## src/rtl/eth_tx_arbiter_if.sv

```systemverilog
// Stream bundle between the three frame generators, the TX arbiter and the RGMII TX MAC.
// master is the arbiter side; slave is the generators plus MAC side.
interface eth_tx_arbiter_if;
  logic [23:0] S_TDATA;
  logic [2:0]  S_TVALID;
  logic [2:0]  S_TLAST;
  logic [2:0]  S_TREADY;
  logic [7:0]  RGMII_TX_DATA;
  logic        RGMII_TX_VALID;
  logic        RGMII_TX_LAST;
  logic        RGMII_TX_READY;

  modport master (
    input  S_TDATA, S_TVALID, S_TLAST, RGMII_TX_READY,
    output S_TREADY, RGMII_TX_DATA, RGMII_TX_VALID, RGMII_TX_LAST
  );

  modport slave (
    output S_TDATA, S_TVALID, S_TLAST, RGMII_TX_READY,
    input  S_TREADY, RGMII_TX_DATA, RGMII_TX_VALID, RGMII_TX_LAST
  );
endinterface

```

## src/rtl/eth_tx_arbiter.sv

```systemverilog
// Fixed-priority arbiter sharing the RGMII TX stream between the ARP, ICMP and UDP generators.
// It enforces an inter-frame gap and abandons frames that stall in transfer.
module eth_tx_arbiter #(
  parameter int unsigned IFG_CYCLES     = 12,
  parameter int unsigned TIMEOUT_CYCLES = 4096
) (
  input  logic              CLK_125M,
  input  logic              SYS_RST_N,
  input  logic [2:0]        REQ,
  eth_tx_arbiter_if.master  bus,
  output logic [2:0]        GRANT,
  output logic [2:0]        PENDING,
  output logic              BUSY,
  output logic              TIMEOUT_ERR
);

  localparam int unsigned IFG_EFF = (IFG_CYCLES == 0) ? 1 : IFG_CYCLES;
  localparam int unsigned IFG_W   = (IFG_EFF < 2) ? 1 : $clog2(IFG_CYCLES + 1);
  localparam int unsigned WD_W    = $clog2(TIMEOUT_CYCLES + 1);

  localparam logic [1:0] ST_IDLE = 2'd0;
  localparam logic [1:0] ST_XFER = 2'd1;
  localparam logic [1:0] ST_IFG  = 2'd2;

  logic [1:0]       state_q, state_d;
  logic [1:0]       sel_q, sel_d;
  logic [2:0]       grant_d, pending_d, clr_c;
  logic             busy_d, timeout_d;
  logic [WD_W-1:0]  wd_q, wd_d;
  logic [IFG_W-1:0] ifg_q, ifg_d;
  logic             beat_c;

  // Zero-latency mux: only the selected source reaches the MAC, and only while transferring.
  always_comb begin
    bus.RGMII_TX_DATA  = 8'h00;
    bus.RGMII_TX_VALID = 1'b0;
    bus.RGMII_TX_LAST  = 1'b0;
    bus.S_TREADY       = 3'b000;
    if (state_q == ST_XFER) begin
      case (sel_q)
        2'd1: begin
          bus.RGMII_TX_DATA  = bus.S_TDATA[15:8];
          bus.RGMII_TX_VALID = bus.S_TVALID[1];
          bus.RGMII_TX_LAST  = bus.S_TLAST[1];
          bus.S_TREADY       = {1'b0, bus.RGMII_TX_READY, 1'b0};
        end
        2'd2: begin
          bus.RGMII_TX_DATA  = bus.S_TDATA[23:16];
          bus.RGMII_TX_VALID = bus.S_TVALID[2];
          bus.RGMII_TX_LAST  = bus.S_TLAST[2];
          bus.S_TREADY       = {bus.RGMII_TX_READY, 2'b00};
        end
        default: begin
          bus.RGMII_TX_DATA  = bus.S_TDATA[7:0];
          bus.RGMII_TX_VALID = bus.S_TVALID[0];
          bus.RGMII_TX_LAST  = bus.S_TLAST[0];
          bus.S_TREADY       = {2'b00, bus.RGMII_TX_READY};
        end
      endcase
    end
  end

  assign beat_c = bus.RGMII_TX_VALID & bus.RGMII_TX_READY;

  // Next-state, grant, watchdog and gap counter.
  always_comb begin
    state_d   = state_q;
    sel_d     = sel_q;
    grant_d   = GRANT;
    clr_c     = 3'b000;
    wd_d      = wd_q;
    ifg_d     = ifg_q;
    timeout_d = 1'b0;
    case (state_q)
      ST_IDLE: begin
        if (PENDING != 3'b000) begin
          if (PENDING[0])      sel_d = 2'd0;
          else if (PENDING[1]) sel_d = 2'd1;
          else                 sel_d = 2'd2;
          grant_d = 3'(3'b001 << sel_d);
          clr_c   = grant_d;
          wd_d    = '0;
          state_d = ST_XFER;
        end
      end
      ST_XFER: begin
        if (beat_c && bus.RGMII_TX_LAST) begin
          grant_d = 3'b000;
          ifg_d   = '0;
          state_d = ST_IFG;
        end else if (beat_c) begin
          wd_d = '0;
        end else if (wd_q >= WD_W'(TIMEOUT_CYCLES - 1)) begin
          // Stalled frame is dropped as-is; the MAC never sees a synthesized LAST.
          wd_d      = WD_W'(TIMEOUT_CYCLES);
          timeout_d = 1'b1;
          grant_d   = 3'b000;
          ifg_d     = '0;
          state_d   = ST_IFG;
        end else begin
          wd_d = wd_q + WD_W'(1);
        end
      end
      ST_IFG: begin
        if (ifg_q == IFG_W'(IFG_EFF - 1)) state_d = ST_IDLE;
        else                              ifg_d   = ifg_q + IFG_W'(1);
      end
      default: state_d = ST_IDLE;
    endcase
    // A new request on the grant edge re-arms the bit, so the source is served again.
    pending_d = (PENDING & ~clr_c) | REQ;
    busy_d    = (state_d != ST_IDLE);
  end

  always_ff @(posedge CLK_125M or negedge SYS_RST_N) begin
    if (!SYS_RST_N) begin
      state_q     <= ST_IDLE;
      sel_q       <= 2'd0;
      GRANT       <= 3'b000;
      PENDING     <= 3'b000;
      BUSY        <= 1'b0;
      TIMEOUT_ERR <= 1'b0;
      wd_q        <= '0;
      ifg_q       <= '0;
    end else begin
      state_q     <= state_d;
      sel_q       <= sel_d;
      GRANT       <= grant_d;
      PENDING     <= pending_d;
      BUSY        <= busy_d;
      TIMEOUT_ERR <= timeout_d;
      wd_q        <= wd_d;
      ifg_q       <= ifg_d;
    end
  end

endmodule
```

## src/flat_wrapper.sv

```systemverilog
// flat-port wrapper written by rule: the top's interface ports become plain ports
module eth_tx_arbiter_flat 
#(
  parameter int unsigned IFG_CYCLES     = 12,
  parameter int unsigned TIMEOUT_CYCLES = 4096
)
  (CLK_125M, SYS_RST_N, REQ, GRANT, PENDING, BUSY, TIMEOUT_ERR, bus_S_TDATA, bus_S_TVALID, bus_S_TLAST, bus_RGMII_TX_READY, bus_S_TREADY, bus_RGMII_TX_DATA, bus_RGMII_TX_VALID, bus_RGMII_TX_LAST);
  eth_tx_arbiter_if bus_i ();
  input  logic CLK_125M;
  input  logic SYS_RST_N;
  input  logic [2:0] REQ;
  output logic [2:0] GRANT;
  output logic [2:0] PENDING;
  output logic BUSY;
  output logic TIMEOUT_ERR;
  input wire logic [$bits(bus_i.S_TDATA)-1:0] bus_S_TDATA;
  input wire logic [$bits(bus_i.S_TVALID)-1:0] bus_S_TVALID;
  input wire logic [$bits(bus_i.S_TLAST)-1:0] bus_S_TLAST;
  input wire logic [$bits(bus_i.RGMII_TX_READY)-1:0] bus_RGMII_TX_READY;
  output wire logic [$bits(bus_i.S_TREADY)-1:0] bus_S_TREADY;
  output wire logic [$bits(bus_i.RGMII_TX_DATA)-1:0] bus_RGMII_TX_DATA;
  output wire logic [$bits(bus_i.RGMII_TX_VALID)-1:0] bus_RGMII_TX_VALID;
  output wire logic [$bits(bus_i.RGMII_TX_LAST)-1:0] bus_RGMII_TX_LAST;
  assign bus_i.S_TDATA = bus_S_TDATA;
  assign bus_i.S_TVALID = bus_S_TVALID;
  assign bus_i.S_TLAST = bus_S_TLAST;
  assign bus_i.RGMII_TX_READY = bus_RGMII_TX_READY;
  assign bus_S_TREADY = bus_i.S_TREADY;
  assign bus_RGMII_TX_DATA = bus_i.RGMII_TX_DATA;
  assign bus_RGMII_TX_VALID = bus_i.RGMII_TX_VALID;
  assign bus_RGMII_TX_LAST = bus_i.RGMII_TX_LAST;
  eth_tx_arbiter #(.IFG_CYCLES(IFG_CYCLES), .TIMEOUT_CYCLES(TIMEOUT_CYCLES)) u_core (.CLK_125M(CLK_125M), .SYS_RST_N(SYS_RST_N), .REQ(REQ), .bus(bus_i), .GRANT(GRANT), .PENDING(PENDING), .BUSY(BUSY), .TIMEOUT_ERR(TIMEOUT_ERR));
endmodule
```

## config.mk

```make
export PLATFORM = sky130hd
export DESIGN_NAME = eth_tx_arbiter_flat
export DESIGN_NICKNAME = d
export VERILOG_FILES = /design/src/rtl/eth_tx_arbiter_if.sv /design/src/rtl/eth_tx_arbiter.sv /design/src/flat_wrapper.sv
export SDC_FILE = /design/constraint.sdc
export NUM_CORES = 1
export LEC_CHECK = 0
export ABC_AREA = 1
export CAP_MARGIN = 5
export CORE_MARGIN = 2
export CORE_UTILIZATION = 30
export DETAILED_ROUTE_END_ITERATION = 8
export GPL_TIMING_DRIVEN = 0
export SYNTH_ARGS = -nofsm -noshare
export SYNTH_HDL_FRONTEND = slang
export SYNTH_SLANG_ARGS = --single-unit
export TNS_END_PERCENT = 30
```

## constraint.sdc

```tcl
create_clock -name CLK_125M -period 2 [get_ports CLK_125M]
set_input_delay 0.4 -clock CLK_125M [delete_from_list [all_inputs] [get_ports CLK_125M]]
set_output_delay 0.4 -clock CLK_125M [all_outputs]
set_load 0.05 [all_outputs]
```

==> summary.md, run 1 <==
| Metric | Value |
|---|---|
| Setup TNS | -0.144 ns |
| Layout Area Growth over Synthesis | 58.2% |
| Cell count after synthesis | 247 |
| Grt total ovfl | 0 |
| WL per Instance | 13.4 um |
| Critical R2R Launch | u_core.sel_q[1] |
| Ys async rst share | 100% |
| Detailed Place HPWL | 3670 um |
| CTS Sinks | 29 |
| Yosys cell types | 31 |
| Slew @ Worst Pin | 0.590 ns |
| Buffers & Inverters on Critical Path | 2 |
| Port Buffers | 56 |
| Die area | 6690 um2 |
| RR Endpoint | u_core.GRANT[1] |
| Row count | 28 |
| Worst min path class | flop to flop |
| Hold depth | 2 |
| Clk buf depth | 2 |
| Critical path's top delay family | flip-flops |
| Cell Chain, Critical Path | ha_4, clkinvlp_4, o21ai_2, a31oi_4, buf_6 |
| Worst R2R Path Depth | 11 |
| Share of the synthesized area in the top cell type | 39.9% |
| CP Launch Type | flop |
| Design area | 2870 um2 |
| Critical path class | flop to output port |
| Ports | 57 |
| Antenna viol nets, final | 0 |
| Largest net degree at the start of global routing | 20 |
| Worst-path clk slew | 0.07 ns |
| Seq/Total Area, Yosys | 39.9% |
| Critical Path End Type | output port |
| Post-Layout Cell Count | 395 |
| Core box area | 5890 um2 |
| Critical Path RT | 1.60 ns |
| GRT Util Overall | 17.4% |
| Slew HR | 60.5% |
| CP max stage cell | dfrtp_1 |
| Cts hold-fix bufs | 0 |
| Commonest cells in the netlist | nand2_1 (77), dfrtp_1 (29), nor2_1 (29) |
| Hold Crit Start | u_core.GRANT[0] |
| Drc violations | 0 |
| Layout cells sized above 1 | 24.1% |
| Status | finished, violations left |
| CTS Buf Count | 5 |
| Post-placement cell count | 379 |
| Number of synthesized flops with an enable pin | 0 |
| Cell area power density | 1390 nW/um2 |
| Die Width | 81.8 um |
| Synthesized netlist net count | 287 |
| Final Max Slew Viols | 0 |
| Yosys Warn Count | 0 |
| Max VDD drop | 0.877 mV |
| Post-synthesis cell area | 1820 um2 |
| Deepest level of the CTS H-tree | 2 |
| Drt pass-1 iters | 4 |
| Initial DRC count | 98 |
| Hold Fails Final Rpt | 0 |
| Tmin final | 2.04 ns |
| Top cells by area, synth | dfrtp_1 (40%), nand2_1 (16%), nand3_1 (6.9%) |
| Post-Route WL | 5280 um |
| Routed vias/inst | 4.66 |
| First-pass GRT wire length | 9010 um |
| Worst skew pair latency | 0.29 ns |
| Max cap viols | 0 |
| Final core utilization | 48.8% |
| Syn Area/Cell | 7.36 um2 |
| Final period util | 102% |
| Max Fclk | 0.489 GHz |
| Placed cell area | 2520 um2 |
| Worst-path fanout max | 5 |
| R2R Setup Slk | 0.12 ns |
| Fin nets | 359 |
| Die Ht | 81.8 um |
| Pleak | 1.28 nW |
| RSZ-0062 raised after global routing | true |
| Crit path DAT | 1.64 ns |
| Most common cell in the synthesized netlist | nand2_1 |
| Worst path max stage delay | 0.42 ns |
| Final setup vio count | 6 |
| Clock root buffer | clkbuf_8 |
| Critical Path Source | u_core.sel_q[1] |
| WHS Endpoint | u_core.GRANT[0] |
| Dominant cell type by area after synthesis | dfrtp_1 |
| Antenna fix cells | 0 |
| CTS tree | yes |
| Failing checks | negative setup slack |
| Synth Flop Type | dfrtp_1 |
| Initial Util | 30.9% |
| Synth Register Bits | 29 |
| Worst Skew | 0.00631 ns |
| Initial antenna violation count | 0 |
| Vias | 1840 |
| GP Congestion | 0.826 |
| Vias in the first global route | 1823 |
| Final worst setup slack | -0.0449 ns |
==> cells in the final DEF, fill, tap and decap left out, types with 5 or more instances in the layout <==
| cell type | synthesis | layout |
|---|---|---|
| nor2_1 | 29 | 27 |
| inv_1 | 19 | 15 |
| nor2_2 | 5 | 7 |
| clkdlybuf4s50_1 | 0 | 43 |
| xor2_1 | 9 | 9 |
| nand3_1 | 25 | 22 |
| nand2_1 | 77 | 76 |
| dfrtp_1 | 29 | 29 |
| buf_6 | 0 | 12 |
| clkbuf_8 | 0 | 7 |
| buf_4 | 1 | 8 |
| o21ai_0 | 11 | 5 |
==> area by class of cell <==
| cell class | count | area (um2) |
|---|---|---|
| well taps | 75 | 93.8 |
| inverters | 22 | 97.6 |
| plain buffers | 4 | 45.0 |
| repair buffers | 65 | 669 |
| clock inverters | 1 | 5.00 |
| multi-input cells | 191 | 1130 |
| fillers | 569 | 3010 |
| repair inverters | 1 | 7.51 |
| clock buffers | 7 | 96.3 |
| flip-flops and latches | 29 | 726 |
==> repair_timing <==
item                                    4_1_cts  5_1_grt
endpoints found under the setup margin       13       12
buffers inserted                              3        3
gates resized for setup                     109       31
pin swaps                                     3        9
cloned                                        3        0
==> per-stage QoR <==
| stage | power [W] | hold slack, ns | setup slack [ns] |
|---|---|---|---|
| 4_1_cts | 0.00373 | 0.483 | -0.0557 |
| 6_report | 0.00398 | 0.478 | -0.0449 |
| 3_3_place_gp | 0.00285 | 0.468 | -0.958 |
| 5_1_grt | 0.00423 | 0.525 | -0.112 |
| 2_1_floorplan | 0.00222 | 0.104 | -0.201 |
| 3_5_place_dp | 0.00288 | 0.460 | -0.923 |
==> state kept, by name, summed over array words and instances, names as in the netlist <==
signal and cells:
u_core.PENDING 3, u_core.TIMEOUT_ERR 1, u_core.BUSY 1, u_core.state_q 2, u_core.GRANT 3, u_core.sel_q 2
u_core.wd_q 13, u_core.ifg_q 4
==> worst reg2reg max path: stages, from the launching register on <==
cell and delay (ns):
dfrtp_1 0.42, ha_4 0.35, clkinvlp_4 0.18, nand3_2 0.11
buf_4 0.12, nand3_4 0.11, nor2_4 0.13, nor2_2 0.06
nand2_4 0.10, nand2_2 0.09, nand2_1 0.06, nand2_1 0.05
==> power by group <==
group	switching [W]	internal, W
Clock	0.000241	0.000311
Sequential	0.000107	0.000703
Combinational	0.00164	0.000983
Total	0.00199	0.00200
==> how the worst max path moves through the flow <==
stage / end / slack, ns / depth (start not counted)
floorplan: bus_RGMII_TX_DATA[5] / -0.20 / 6
global placement: bus_RGMII_TX_DATA[5] / -0.96 / 7
detailed placement: bus_RGMII_TX_DATA[5] / -0.92 / 7
CTS: bus_RGMII_TX_DATA[4] / -0.06 / 5
global route: bus_RGMII_TX_DATA[2] / -0.11 / 5
finish: bus_RGMII_TX_DATA[2] / -0.04 / 5
==> kinds of logic after synthesis <==
| logic type | share of synthesized area [%] |
|---|---|
| adder cells (fa/ha/maj) | 2.75 |
| AND/OR/NAND/NOR | 36.4 |
| XOR/XNOR | 5.30 |
| buffers and inverters | 6.13 |
| flip-flops | 39.9 |
| AO/OA/AOI/OAI | 8.88 |
| multiplexers | 0.551 |
==> metal layers <==
metal,share of wire (%),up-vias,global-route usage [%]
li1,-,943,-
met1,49,869,23.3
met2,48,23,28.3
met3,2.6,5,3.63
met4,0.76,0,5.17
met5,0,-,0
Note: power is estimated with default switching activity, not from simulation.
==> run 2: changes to the inputs <==
- ABC_CLOCK_PERIOD_IN_PS: unset -> 2000
- CORE_UTILIZATION: 30 -> 46
- PLACE_DENSITY: unset -> 0.79
==> summary.md, run 2 (synthesis results as in run 1) <==
| Metric | Value |
|---|---|
| Status | finished, violations left |
| Failing checks | negative setup slack |
| Worst skew pair latency | 0.28 ns (about the same) |
| Setup TNS | -0.0820 ns (+0.0619 ns) |
| M1 GR Usage | 30.6% (+7.3 points) |
| Antenna fix cells | 0 (unchanged) |
| Routed vias/inst | 5.11 (+9.7%) |
| RSZ-0062 raised after global routing | true |
| Die area | 4470 um2 (-33%) |
| Gr busiest metal | met2 |
| Layout cells sized above 1 | 20.8% (-3.2 points) |
| Filler cells | 293 (-49%) |
| Most frequent cells in the layout | nand2_1 (77), clkdlybuf4s50_1 (42), dfrtp_1 (28), nor2_1 (27), nand3_1 (23) |
| Drt pass-1 iters | 4 (unchanged) |
| Final setup vio count | 5 (-1) |
| Worst Skew | 0.00739 ns (+0.00108 ns) |
| Max VDD drop | 0.825 mV (-5.9%) |
| Initial DRC count | 122 (+24%) |
| Largest net degree at the start of global routing | 30 (+50%) |
| CTS Sinks | 29 (unchanged) |
| GP Congestion | 0.833 (+0.86%) |
| Fin nets | 357 (-0.56%) |
| Slew HR | 57.3% (-3.3 points) |
| Vias in the first global route | 1879 (+3.1%) |
| CTS tree | yes |
| Die Width | 66.8 um (-18%) |
| Vias | 1866 (+1.4%) |
| Largest regs | u_core.wd_q: 13 flops, u_core.ifg_q: 4 flops |
| Port Buffers | 56 (unchanged) |
| Deepest level of the CTS H-tree | 2 (unchanged) |
| Worst-path clk slew | 0.06 ns (about the same) |
| WL per Instance | 13.8 um (+3.1%) |
| Final period util | 101% (-1.1 points) |
| Pleak | 1.23 nW (-3.4%) |
| Largest reg by FF count | u_core.wd_q |
| Max Fclk | 0.494 GHz (+1.1%) |
| Crit path DAT | 1.62 ns (-0.02 ns) |
| Critical path class | flop to output port |
| Sw frac | 50.5% (+0.64 points) |
| Worst-path fanout max | 6 (+1) |
| CTS Buf Count | 5 (unchanged) |
| Leading cell type in the layout, fill and taps excluded | nand2_1 |
| First-pass GRT wire length | 8510 um (-5.5%) |
| Global Route met2 Usage | 44.5% (+16 points) |
| Met3 usage | 5.57% (+1.9 points) |
| GRT Util Overall | 25.6% (+8.2 points) |
| Final Max Slew Viols | 0 (unchanged) |
| Final worst setup slack | -0.0223 ns (+0.0227 ns) |
| Worst min path class | input pin to asynchronous set/reset pin |
| Initial antenna violation count | 0 (unchanged) |
| Layout Area Growth over Synthesis | 48.4% |
| Post-Route WL | 5030 um (-4.7%) |
| Clk network pwr share | 13.0% (-0.8 points) |
| Detailed Place HPWL | 3470 um (-5.6%) |
| Ports | 57 (unchanged) |
| Logic pwr share | 65.2% (-0.6 points) |
| Max cap viols | 0 (unchanged) |
| Worst R2R Path Depth | 12 (+1) |
| Die Ht | 66.8 um (-18%) |
| Cell area power density | 1390 nW/um2 (+0.21%) |
| Clock root buffer | clkbuf_8 |
| CP Launch Type | flop |
| P_int | 0.00185 W (-7.2%) |
| Psw | 0.00189 W (-4.8%) |
| Clk buf depth | 2 (unchanged) |
| Critical Path RT | 1.60 ns (about the same) |
| Core box area | 3720 um2 (-37%) |
| Drc violations | 0 (unchanged) |
| Sequential share of power | 21.8% (+1.5 points) |
| Max reg flops | 13 (unchanged) |
| Antenna viol nets, final | 0 (unchanged) |
| Grt total ovfl | 0 (unchanged) |
| Tmin final | 2.02 ns (-0.0227 ns) |
| Hold Fails Final Rpt | 0 (unchanged) |
| Hold WS | 0.135 ns (-0.343 ns) |
| Row count | 22 (-21%) |
| Critical Path End Type | output port |
| Slew @ Worst Pin | 0.641 ns (+0.0510 ns) |
| Initial Util | 48.9% (+18 points) |
-- run 2: power groups by stage --
stage	Sequential (W)	Clock, W	Combinational [W]
floorplan	0.000927	0	0.00129
global placement	0.000808	0	0.00201
detailed placement	0.000811	0	0.00204
CTS	0.000807	0.000501	0.00229
global route	0.000826	0.000537	0.00258
finish	0.000814	0.000488	0.00244
-- run 2: what timing repair did --
action / CTS / global route
setup buffers: 3 / 2
hold buffers: 0 / 0
setup endpoints to repair: 13 / 11
resized for setup: 106 / 14
endpoints found under the hold margin: 0 / 0
gates cloned: 3 / 0
pin swaps: 2 / 6
-- run 2: critical path, cell delays in order (launching register included) --
cell and delay (ns):
dfrtp_1 0.39, inv_2 0.09, ha_4 0.24, inv_6 0.09, buf_8 0.12, o21ai_2 0.05, a31oi_2 0.17, buf_6 0.19
-- run 2: area by class of cell --
class                      count  area [um2]  area share (%)
buffer                         4        45.0            1.67
timing repair buffer          63         601            22.3
multi-input combinational    191        1070            39.8
clock buffer                   7        86.3            3.20
timing repair inverter         1        7.51           0.278
sequential                    29         727            27.0
tap                           48        60.1            2.23
inverter                      22        97.6            3.62
-- run 2: stage by stage --
stage	setup WS (ns)	util, %	std cells	total power, W	area [um2]
after floorplan	-0.201	-	247	0.00222	1840
after global placement	-0.870	66.2	351	0.00282	2460
after detailed placement	-0.887	66.2	351	0.00285	2460
after CTS	-0.0176	71.2	363	0.00360	2650
after global routing	-0.0901	72.6	365	0.00394	2700
final	-0.0223	72.6	365	0.00374	2700
-- run 2: layer usage --
| metal | part of all wire [%] | vias to the layer above |
|---|---|---|
| met5 | 0 | - |
| met4 | 2.1 | 0 |
| met3 | 3.5 | 14 |
| met2 | 51 | 44 |
| met1 | 44 | 873 |
| li1 | - | 935 |
-- run 2: worst paths after layout --
kind,start,to,slack [ns]
max reg2reg,u_core.sel_q[0],u_core.ifg_q[3],0.09
min reg2reg,u_core.GRANT[0],u_core.GRANT[0],0.48
min,SYS_RST_N,u_core.TIMEOUT_ERR,0.13
min in group CLK_125M,u_core.GRANT[0],u_core.GRANT[0],0.48
max in group asynchronous,SYS_RST_N,u_core.state_q[0],1.41
max,u_core.sel_q[0],bus_RGMII_TX_DATA[5],-0.02
==> run 3: changes to the inputs <==
- MAX_ROUTING_LAYER: unset -> met4
==> summary.md, run 3 (synthesis results as in run 1) <==
| Metric | Value |
|---|---|
| Status | finished, violations left |
| Failing checks | negative setup slack |
| Drc violations | 0 (unchanged) |
| Slew HR | 57.3% (about the same) |
| CP Launch Type | flop |
| Cts hold-fix bufs | 0 (unchanged) |
| Die Ht | 66.8 um (unchanged) |
| Leading cell type in the layout, fill and taps excluded | nand2_1 |
| Hold WS | 0.135 ns (-0.000352 ns) |
| Layout cells sized above 1 | 20.8% (unchanged) |
| GRT Util Overall | 26.3% (+0.68 points) |
| Worst-path clk slew | 0.06 ns (about the same) |
| Largest reg by FF count | u_core.wd_q |
| Worst-path fanout max | 6 (unchanged) |
| Deepest level of the CTS H-tree | 2 (unchanged) |
| Critical R2R Launch | u_core.sel_q[0] |
| Row count | 22 (unchanged) |
| Max VDD drop | 0.825 mV (about the same) |
| Routed vias/inst | 5.08 (-0.59%) |
| CTS Buf Count | 5 (unchanged) |
| RSZ-0062 raised after global routing | true |
| Port Buffers | 56 (unchanged) |
| Cell area power density | 1390 nW/um2 (-0.16%) |
| Pleak | 1.23 nW (unchanged) |
| Grt total ovfl | 0 (unchanged) |
| Worst min path class | input pin to asynchronous set/reset pin |
| Ports | 57 (unchanged) |
| Layout Area Growth over Synthesis | 48.4% (unchanged) |
| Antenna viol nets, final | 0 (unchanged) |
| CTS tree | yes |
| Worst Skew | 0.00744 ns (+0.0000575 ns) |
| Crit path DAT | 1.62 ns (about the same) |
| Most frequent cells in the layout | nand2_1 (77), clkdlybuf4s50_1 (42), dfrtp_1 (28), nor2_1 (27), nand3_1 (23) |
| RR Endpoint | u_core.ifg_q[3] |
| Critical path class | flop to output port |
| Largest net degree at the start of global routing | 30 (unchanged) |
| Largest regs | u_core.wd_q: 13 flops, u_core.ifg_q: 4 flops |
| Final period util | 101% (about the same) |
| Critical Path RT | 1.60 ns (about the same) |
| Post-Route WL | 5000 um (-0.56%) |
| Detailed Place HPWL | 3470 um (unchanged) |
| Filler cells | 293 (unchanged) |
| Die Width | 66.8 um (unchanged) |
| Clk buf depth | 2 (unchanged) |
| FF+latch area | 727 um2 (unchanged) |
| Final setup vio count | 5 (unchanged) |
| Setup TNS | -0.0699 ns (+0.0121 ns) |
| Hold Fails Final Rpt | 0 (unchanged) |
| Critical Path End Type | output port |
| Initial DRC count | 148 (+21%) |
| Die area | 4470 um2 (unchanged) |
| Worst path max stage delay | 0.36 ns (-0.03 ns) |
| Final worst setup slack | -0.0227 ns (-0.000416 ns) |
| Vias | 1855 (-0.59%) |
| Fin nets | 357 (unchanged) |
| CP max stage cell | dfrtp_1 |
| Slew @ Worst Pin | 0.640 ns (-0.000628 ns) |
| Core box area | 3720 um2 (unchanged) |
| Max cap viols | 0 (unchanged) |
| Worst skew pair latency | 0.28 ns (about the same) |
| Vias in the first global route | 1879 (unchanged) |
| Drt pass-1 iters | 4 (unchanged) |
| WL per Instance | 13.7 um (-0.56%) |
| Worst R2R Path Depth | 12 (unchanged) |
| Max Fclk | 0.494 GHz (about the same) |
| R2R Setup Slk | 0.09 ns (about the same) |
| CTS Sinks | 29 (unchanged) |
| Final Max Slew Viols | 0 (unchanged) |
| Tmin final | 2.02 ns (+0.000416 ns) |
| First-pass GRT wire length | 8510 um (unchanged) |
| Multi-input gate area | 1070 um2 (unchanged) |
| Cell Chain, Critical Path | inv_2, ha_4, inv_6, buf_6, a31oi_1, buf_4 |
| Max reg flops | 13 (unchanged) |
| Initial Util | 48.9% (unchanged) |
| Clock root buffer | clkbuf_8 |
| GP Congestion | 0.846 (+1.5%) |
| Antenna fix cells | 0 (unchanged) |
| Initial antenna violation count | 0 (unchanged) |
run 3: cell counts in the layout (fill, tap and decap cells not counted):
No cell type changed its count.
run 3: worst max-delay path by stage:
| stage | slack [ns] | endpoint | startpoint |
|---|---|---|---|
| detailed placement | -0.89 | bus_RGMII_TX_DATA[5] | u_core.sel_q[0] |
| floorplan | -0.20 | bus_RGMII_TX_DATA[5] | u_core.sel_q[0] |
| finish | -0.02 | bus_RGMII_TX_DATA[1] | u_core.sel_q[0] |
| CTS | -0.02 | bus_RGMII_TX_DATA[5] | u_core.sel_q[1] |
| global placement | -0.87 | bus_RGMII_TX_DATA[5] | u_core.sel_q[0] |
| global route | -0.09 | bus_RGMII_TX_LAST | u_core.sel_q[1] |
run 3: per-stage QoR:
step / total power [W] / instances / cell area [um2] / setup slack (ns) / utilization [%]
6_report: 0.00374 / 365 / 2700 / -0.0227 / 72.6
2_1_floorplan: 0.00222 / 247 / 1840 / -0.201 / -
3_3_place_gp: 0.00282 / 351 / 2460 / -0.870 / 66.2
3_5_place_dp: 0.00285 / 351 / 2460 / -0.887 / 66.2
5_1_grt: 0.00394 / 365 / 2700 / -0.0901 / 72.6
4_1_cts: 0.00360 / 363 / 2650 / -0.0176 / 71.2
run 3: layout make-up:
class | instances | area share (%)
plain buffers | 4 | 1.67
clock buffers | 7 | 3.20
inverters | 22 | 3.62
multi-input cells | 191 | 39.8
flip-flops and latches | 29 | 27.0
well taps | 48 | 2.23
repair buffers | 63 | 22.3
repair inverters | 1 | 0.278
run 3: metal layers:
layer | up-vias | wire length, um | global-route usage, %
li1 | 930 | - | -
met1 | 865 | 2140 | 30.6
met2 | 46 | 2550 | 44.5
met3 | 14 | 201 | 5.57
met4 | 0 | 106 | 9.95
met5 | - | 0 | -
run 3: timing repair:
item                                    4_1_cts  5_1_grt
pin swaps                                     2        6
buffers inserted                              3        2
cloned                                        3        0
endpoints found under the setup margin       13       11
hold endpoints to repair                      0        0
resized for setup                           106       14
run 3: power by group:
group | internal, W | switching [W] | total, W
Clock | 0.000272 | 0.000215 | 0.000488
Combinational | 0.000875 | 0.00156 | 0.00244
Sequential | 0.000705 | 0.000109 | 0.000814
run 3: worst max-delay path, delay by kind of cell, from the launching register on:
kind / cells / cell delay [ns]
flops: 1 / 0.36
compound gates: 1 / 0.17
buf+inv: 4 / 0.48
fa+ha+maj: 1 / 0.33
==> RTL change 1 (settings of run 3) <==
`TIMEOUT_CYCLES` is set to 4096 in 2 places; all go to 16384.
--- a/src/rtl/eth_tx_arbiter.sv
+++ b/src/rtl/eth_tx_arbiter.sv
@@ -4,3 +4,3 @@
   parameter int unsigned IFG_CYCLES     = 12,
-  parameter int unsigned TIMEOUT_CYCLES = 4096
+  parameter int unsigned TIMEOUT_CYCLES = 16384
 ) (
--- a/src/flat_wrapper.sv
+++ b/src/flat_wrapper.sv
@@ -4,3 +4,3 @@
   parameter int unsigned IFG_CYCLES     = 12,
-  parameter int unsigned TIMEOUT_CYCLES = 4096
+  parameter int unsigned TIMEOUT_CYCLES = 16384
 )
Function: no difference found for any inputs over 10 cycles, from zero or initial values and one cycle with SYS_RST_N low; that may be too few to reach the edited logic, so the function may still have changed.
==> RTL change 1 against run 3 <==
The flow still finishes with violations (setup timing). Highest routed layer unchanged. Setup slack got worse by 0.041 ns. Maximum frequency down 2.0%. Clock power rose by 11%. Area after synthesis is 12% higher. Design area up 11%. Routed wire length is 15% higher. Total power grew 8.5%. Sequential cell count increased by 2. Non-clock buffer count is 5 higher.
==> RTL change 1: results (changes against run 3) <==
Status
  • Status: finished, violations left (unchanged)
  • Failing checks: setup timing (unchanged)

Global routing
  • Met1 Track Usage GR: 0.301 (was 0.306)
  • GR Layer Usage met3: 0.0447 (was 0.0557)
  • Total track usage: 0.243 (was 0.263)
  • Met2 usage: 0.409 (was 0.445)
  • First-pass GRT wire length: 9520 um (was 8510 um)

Pwr
  • Lkg Pwr: 1.36 nW (was 1.23 nW)
  • Peak supply drop: 1.08 mV (was 0.825 mV)

Yosys
  • Yosys cell types: 33 (was 31)
  • Post-synth top cells: nand2_1, nor2_1, dfrtp_1, nand3_1, inv_1 (was nand2_1, dfrtp_1, nor2_1, nand3_1, inv_1)
  • Synth Area in Compound Gates: 0.0914 (was 0.0888)
  • Post-Syn Nets: 327 (was 287)
  • Synthesized-area fraction occupied by adder cells: 0.0247 (was 0.0275)
  • Xor and xnor fraction of the mapped netlist area: 0.0346 (was 0.0530)

Final layout
  • Share of layout cells above drive strength 1: 0.193 (was 0.208)
  • Layout net count: 401 (was 357)
  • Final Cell Area: 2980 um^2 (was 2700 um^2)
  • Largest regs: u_core.wd_q: 15 flops, u_core.ifg_q: 4 flops (was u_core.wd_q: 13 flops, u_core.ifg_q: 4 flops)
  • Number of fill cells in the layout: 360 (was 293)

STA
  • Worst setup margin: -0.0638 ns (was -0.0227 ns)
  • Final setup violation count: 7 (was 5)
  • WHS: 0.148 ns (was 0.135 ns)
  • Relative slew slack: 0.544 (was 0.573)
  • Clk_skew: 0.00821 ns (was 0.00744 ns)

Placed design
  • Placement Setup Slack: -0.887 ns (about the same)
  • Routability congestion estimate: 0.932 (was 0.846)
  • Cell Area, Placed: 2670 um^2 (was 2460 um^2)
  • Post-detail-place hpwl: 3930 um (was 3470 um)

Setup path
  • Register-to-Register Setup Slack: 0.06 ns (was 0.09 ns)
  • R2R Path End: u_core.wd_q[2] (was u_core.ifg_q[3])
  • CP arrival: 1.66 ns (was 1.62 ns)
  • Register-to-Register Path Depth: 10 (was 12)
  • CP startpoint: u_core.sel_q[1] (was u_core.sel_q[0])
  • Max incr delay on CP: 0.41 ns (was 0.36 ns)

Detailed routing
  • Routed WL: 5770 um (was 5000 um)
  • Met2 routed WL: 3040 um (was 2550 um)
  • Routed wl met3: 267 um (was 201 um)
  • Met1 WL: 2380 um (was 2140 um)
RTL change 1: final cells by class:
type                       count  share of cell area
tap                           52              0.0218
clock buffer                   8              0.0336
inverter                      30              0.0420
buffer                         6              0.0201
multi-input combinational    220               0.407
timing repair inverter         1             0.00252
timing repair buffer          66               0.212
sequential                    31               0.260
RTL change 1: worst max path at each step:
stage                                 to  slack (ns)  cells after the start
floorplan           bus_RGMII_TX_DATA[5]       -0.19                      6
global placement    bus_RGMII_TX_DATA[5]       -0.86                      7
detailed placement  bus_RGMII_TX_DATA[5]       -0.89                      7
CTS                   bus_RGMII_TX_VALID       -0.05                      7
global route          bus_RGMII_TX_VALID       -0.12                      7
finish                bus_RGMII_TX_VALID       -0.06                      6
RTL change 1: power breakdown:
group	switching, W	internal, W
clock network	0.000226	0.000314
logic	0.00165	0.000992
registers	0.000131	0.000744
total	0.00201	0.00205
RTL change 1: what timing repair did:
action,in CTS,in global routing
pin swaps,2,2
resized for setup,108,19
buffers inserted,1,7
endpoints found under the setup margin,13,13
gates cloned,2,1
==> RTL change 2 (flow settings as in run 3) <==
Without the edit above. Remove the register `TIMEOUT_ERR`: a continuous assignment takes its place, so the output `TIMEOUT_ERR` follows one clock earlier.
--- a/src/rtl/eth_tx_arbiter.sv
+++ b/src/rtl/eth_tx_arbiter.sv
@@ -121,3 +121,2 @@
       BUSY        <= 1'b0;
-      TIMEOUT_ERR <= 1'b0;
       wd_q        <= '0;
@@ -130,3 +129,2 @@
       BUSY        <= busy_d;
-      TIMEOUT_ERR <= timeout_d;
       wd_q        <= wd_d;
@@ -136,2 +134,4 @@
 
+  assign TIMEOUT_ERR = timeout_d;
+
 endmodule
Behaviour: same outputs for any inputs over 10 cycles, from zero or initial values and one cycle with SYS_RST_N low; that may be too few to reach the edited logic, so the function may still have changed.
==> RTL change 2 against run 3 <==
The run still ends with setup timing left. Sequential power is 2% lower. Design area is 4.8% higher. Routed wire length is 4.1% higher. Count of clock-buffer cells in the layout is 3 lower. Area after synthesis hardly changed. Sequential cell count is 1 lower. Setup slack worse by 0.044 ns. Total power is 4.0% higher. Critical path type unchanged. Highest routed layer unchanged.
==> RTL change 2: results (changes against run 3) <==
Yosys
  • Yosys warns: 0 (unchanged)
  • Post-Syn Nets: 291 (was 287)
  • Top post-synthesis cells by area: dfrtp_1, nand2_1, nor2_1 (was dfrtp_1, nand2_1, nand3_1)
  • Post-synth top cells: nand2_1, nor2_1, dfrtp_1, nand3_1, inv_1 (was nand2_1, dfrtp_1, nor2_1, nand3_1, inv_1)
  • Post-synthesis sequential area ratio: 0.386 (was 0.399)
  • Syn_area_per_cell: 7.23 um^2 (was 7.36 um^2)
  • Yosys cell types: 35 (was 31)

Clocking
  • CTS Buffer Depth: 2 (unchanged)
  • Clk slew on worst S/H paths: 0.10 ns (was 0.06 ns)
  • H-tree levels: 1 (was 2)
  • Clk Latency, worst-skew pair: 0.28 ns (about the same)
  • Number of CTS-inserted buffers: 3 (was 5)
  • Root buf cell: clkbuf_8 (unchanged)

Global routing
  • Initial antenna violation count: 0 (unchanged)
  • First-pass GRT wire length: 8380 um (was 8510 um)
  • Pin count of the biggest net entering global routing: 29 (was 30)
  • Total track usage: 0.250 (was 0.263)
  • Vias in the first global route: 1898 (was 1879)

Detailed routing
  • Routed wl met3: 197 um (was 201 um)
  • DR iter-0 viols: 155 (was 148)
  • Post-DRT Antenna Nets: 0 (unchanged)
  • Met2 routed WL: 2670 um (was 2550 um)
  • Vias per inst: 5.05 (was 5.08)
  • Wire per inst: 14.0 um (was 13.7 um)
  • Met1 WL: 2280 um (was 2140 um)

Status
  • Status: finished, violations left (unchanged)
  • Failing checks: setup timing (unchanged)

Placed design
  • Placed cells: 355 (was 351)
  • Post-detail-place hpwl: 3520 um (was 3470 um)
  • Placement Setup Slack: -0.956 ns (was -0.887 ns)
  • IO buf count: 56 (unchanged)
  • Routability congestion estimate: 0.898 (was 0.846)

STA
  • Clk_skew: 0.0147 ns (was 0.00744 ns)
  • Hold Fails Final Rpt: 0 (unchanged)
  • Worst setup margin: -0.0667 ns (was -0.0227 ns)
  • Final setup violation count: 10 (was 5)
  • Slew @ Worst Pin: 0.625 ns (was 0.640 ns)

Pwr
  • Lkg Pwr: 1.23 nW (about the same)
  • Peak supply drop: 1.07 mV (was 0.825 mV)

Min path
  • Worst hold path type: in -> async (unchanged)

Final layout
  • Largest regs: u_core.wd_q: 13 flops, u_core.ifg_q: 4 flops (unchanged)
  • Layout Cells excl Fill: 373 (was 365)
  • Share of layout cells above drive strength 1: 0.252 (was 0.208)
[RTL change 2: power breakdown]
part	switching (W)	total [W]	internal [W]	leakage, nW
clock network	0.000183	0.000360	0.000177	0.0288
logic	0.00170	0.00273	0.00103	0.844
registers	0.000114	0.000800	0.000686	0.361
[RTL change 2: layout make-up]
class / count / area, um^2
inverters: 23 / 101
well taps: 48 / 60.1
plain buffers: 6 / 73.8
fillers: 274 / 890
repair buffers: 69 / 666
multi-input cells: 194 / 1160
clock buffers: 4 / 55.1
repair inverters: 1 / 7.51
flip-flops and latches: 28 / 702
[RTL change 2: timing repair]
action,in CTS,in global routing
buffers inserted,6,5
hold endpoints to repair,0,0
endpoints found under the setup margin,15,14
gates cloned,2,1
pin swaps,1,10
gates resized for setup,123,27
[RTL change 2: per-stage QoR]
stage | instance area [um^2] | util | TNS [ns]
final | 2830 | 0.761 | -0.360
after global routing | 2830 | 0.761 | -1.14
after CTS | 2700 | 0.728 | -0.597
after detailed placement | 2470 | 0.664 | -9.31
after global placement | 2470 | 0.664 | -8.75
after floorplan | 1850 | - | -1.40
[RTL change 2: layer usage]
metal,vias up,track usage
met2,39,0.446
met4,0,0.0459
li1,953,-
met1,883,0.298
met3,8,0.0456
met5,-,-
[RTL change 2: worst max-delay path, cell delays in order, from the launching register on]
cell	delay, ns
dfrtp_1	0.42
ha_4	0.36
inv_8	0.06
nor2_4	0.09
nor2_4	0.05
nand3_4	0.08
nand2_4	0.08
nor2_4	0.09
buf_8	0.15
[RTL change 2: kinds of logic (layout without fill, tap and decap cells)]
| family | after synthesis | count (layout) | share of synthesized area |
|---|---|---|---|
| and+or+nand+nor | 151 | 151 | 0.376 |
| AOI/OAI and AO/OA | 30 | 30 | 0.0979 |
| DFF | 28 | 28 | 0.386 |
| xor gates and xnor gates | 9 | 9 | 0.0434 |
| buffers and inverters | 29 | 103 | 0.0689 |
| adders and majority gates | 4 | 4 | 0.0276 |
[RTL change 2: worst paths after layout]
path,start,end,slack (ns),cells after the start
min,SYS_RST_N,u_core.wd_q[7],0.11,1
min in group CLK_125M,u_core.GRANT[1],u_core.GRANT[1],0.48,2
max in group asynchronous,SYS_RST_N,u_core.state_q[0],1.44,1
max reg2reg,u_core.sel_q[1],u_core.GRANT[2],0.08,11
max,u_core.sel_q[1],TIMEOUT_ERR,-0.07,8
min reg2reg,u_core.GRANT[1],u_core.GRANT[1],0.48,2
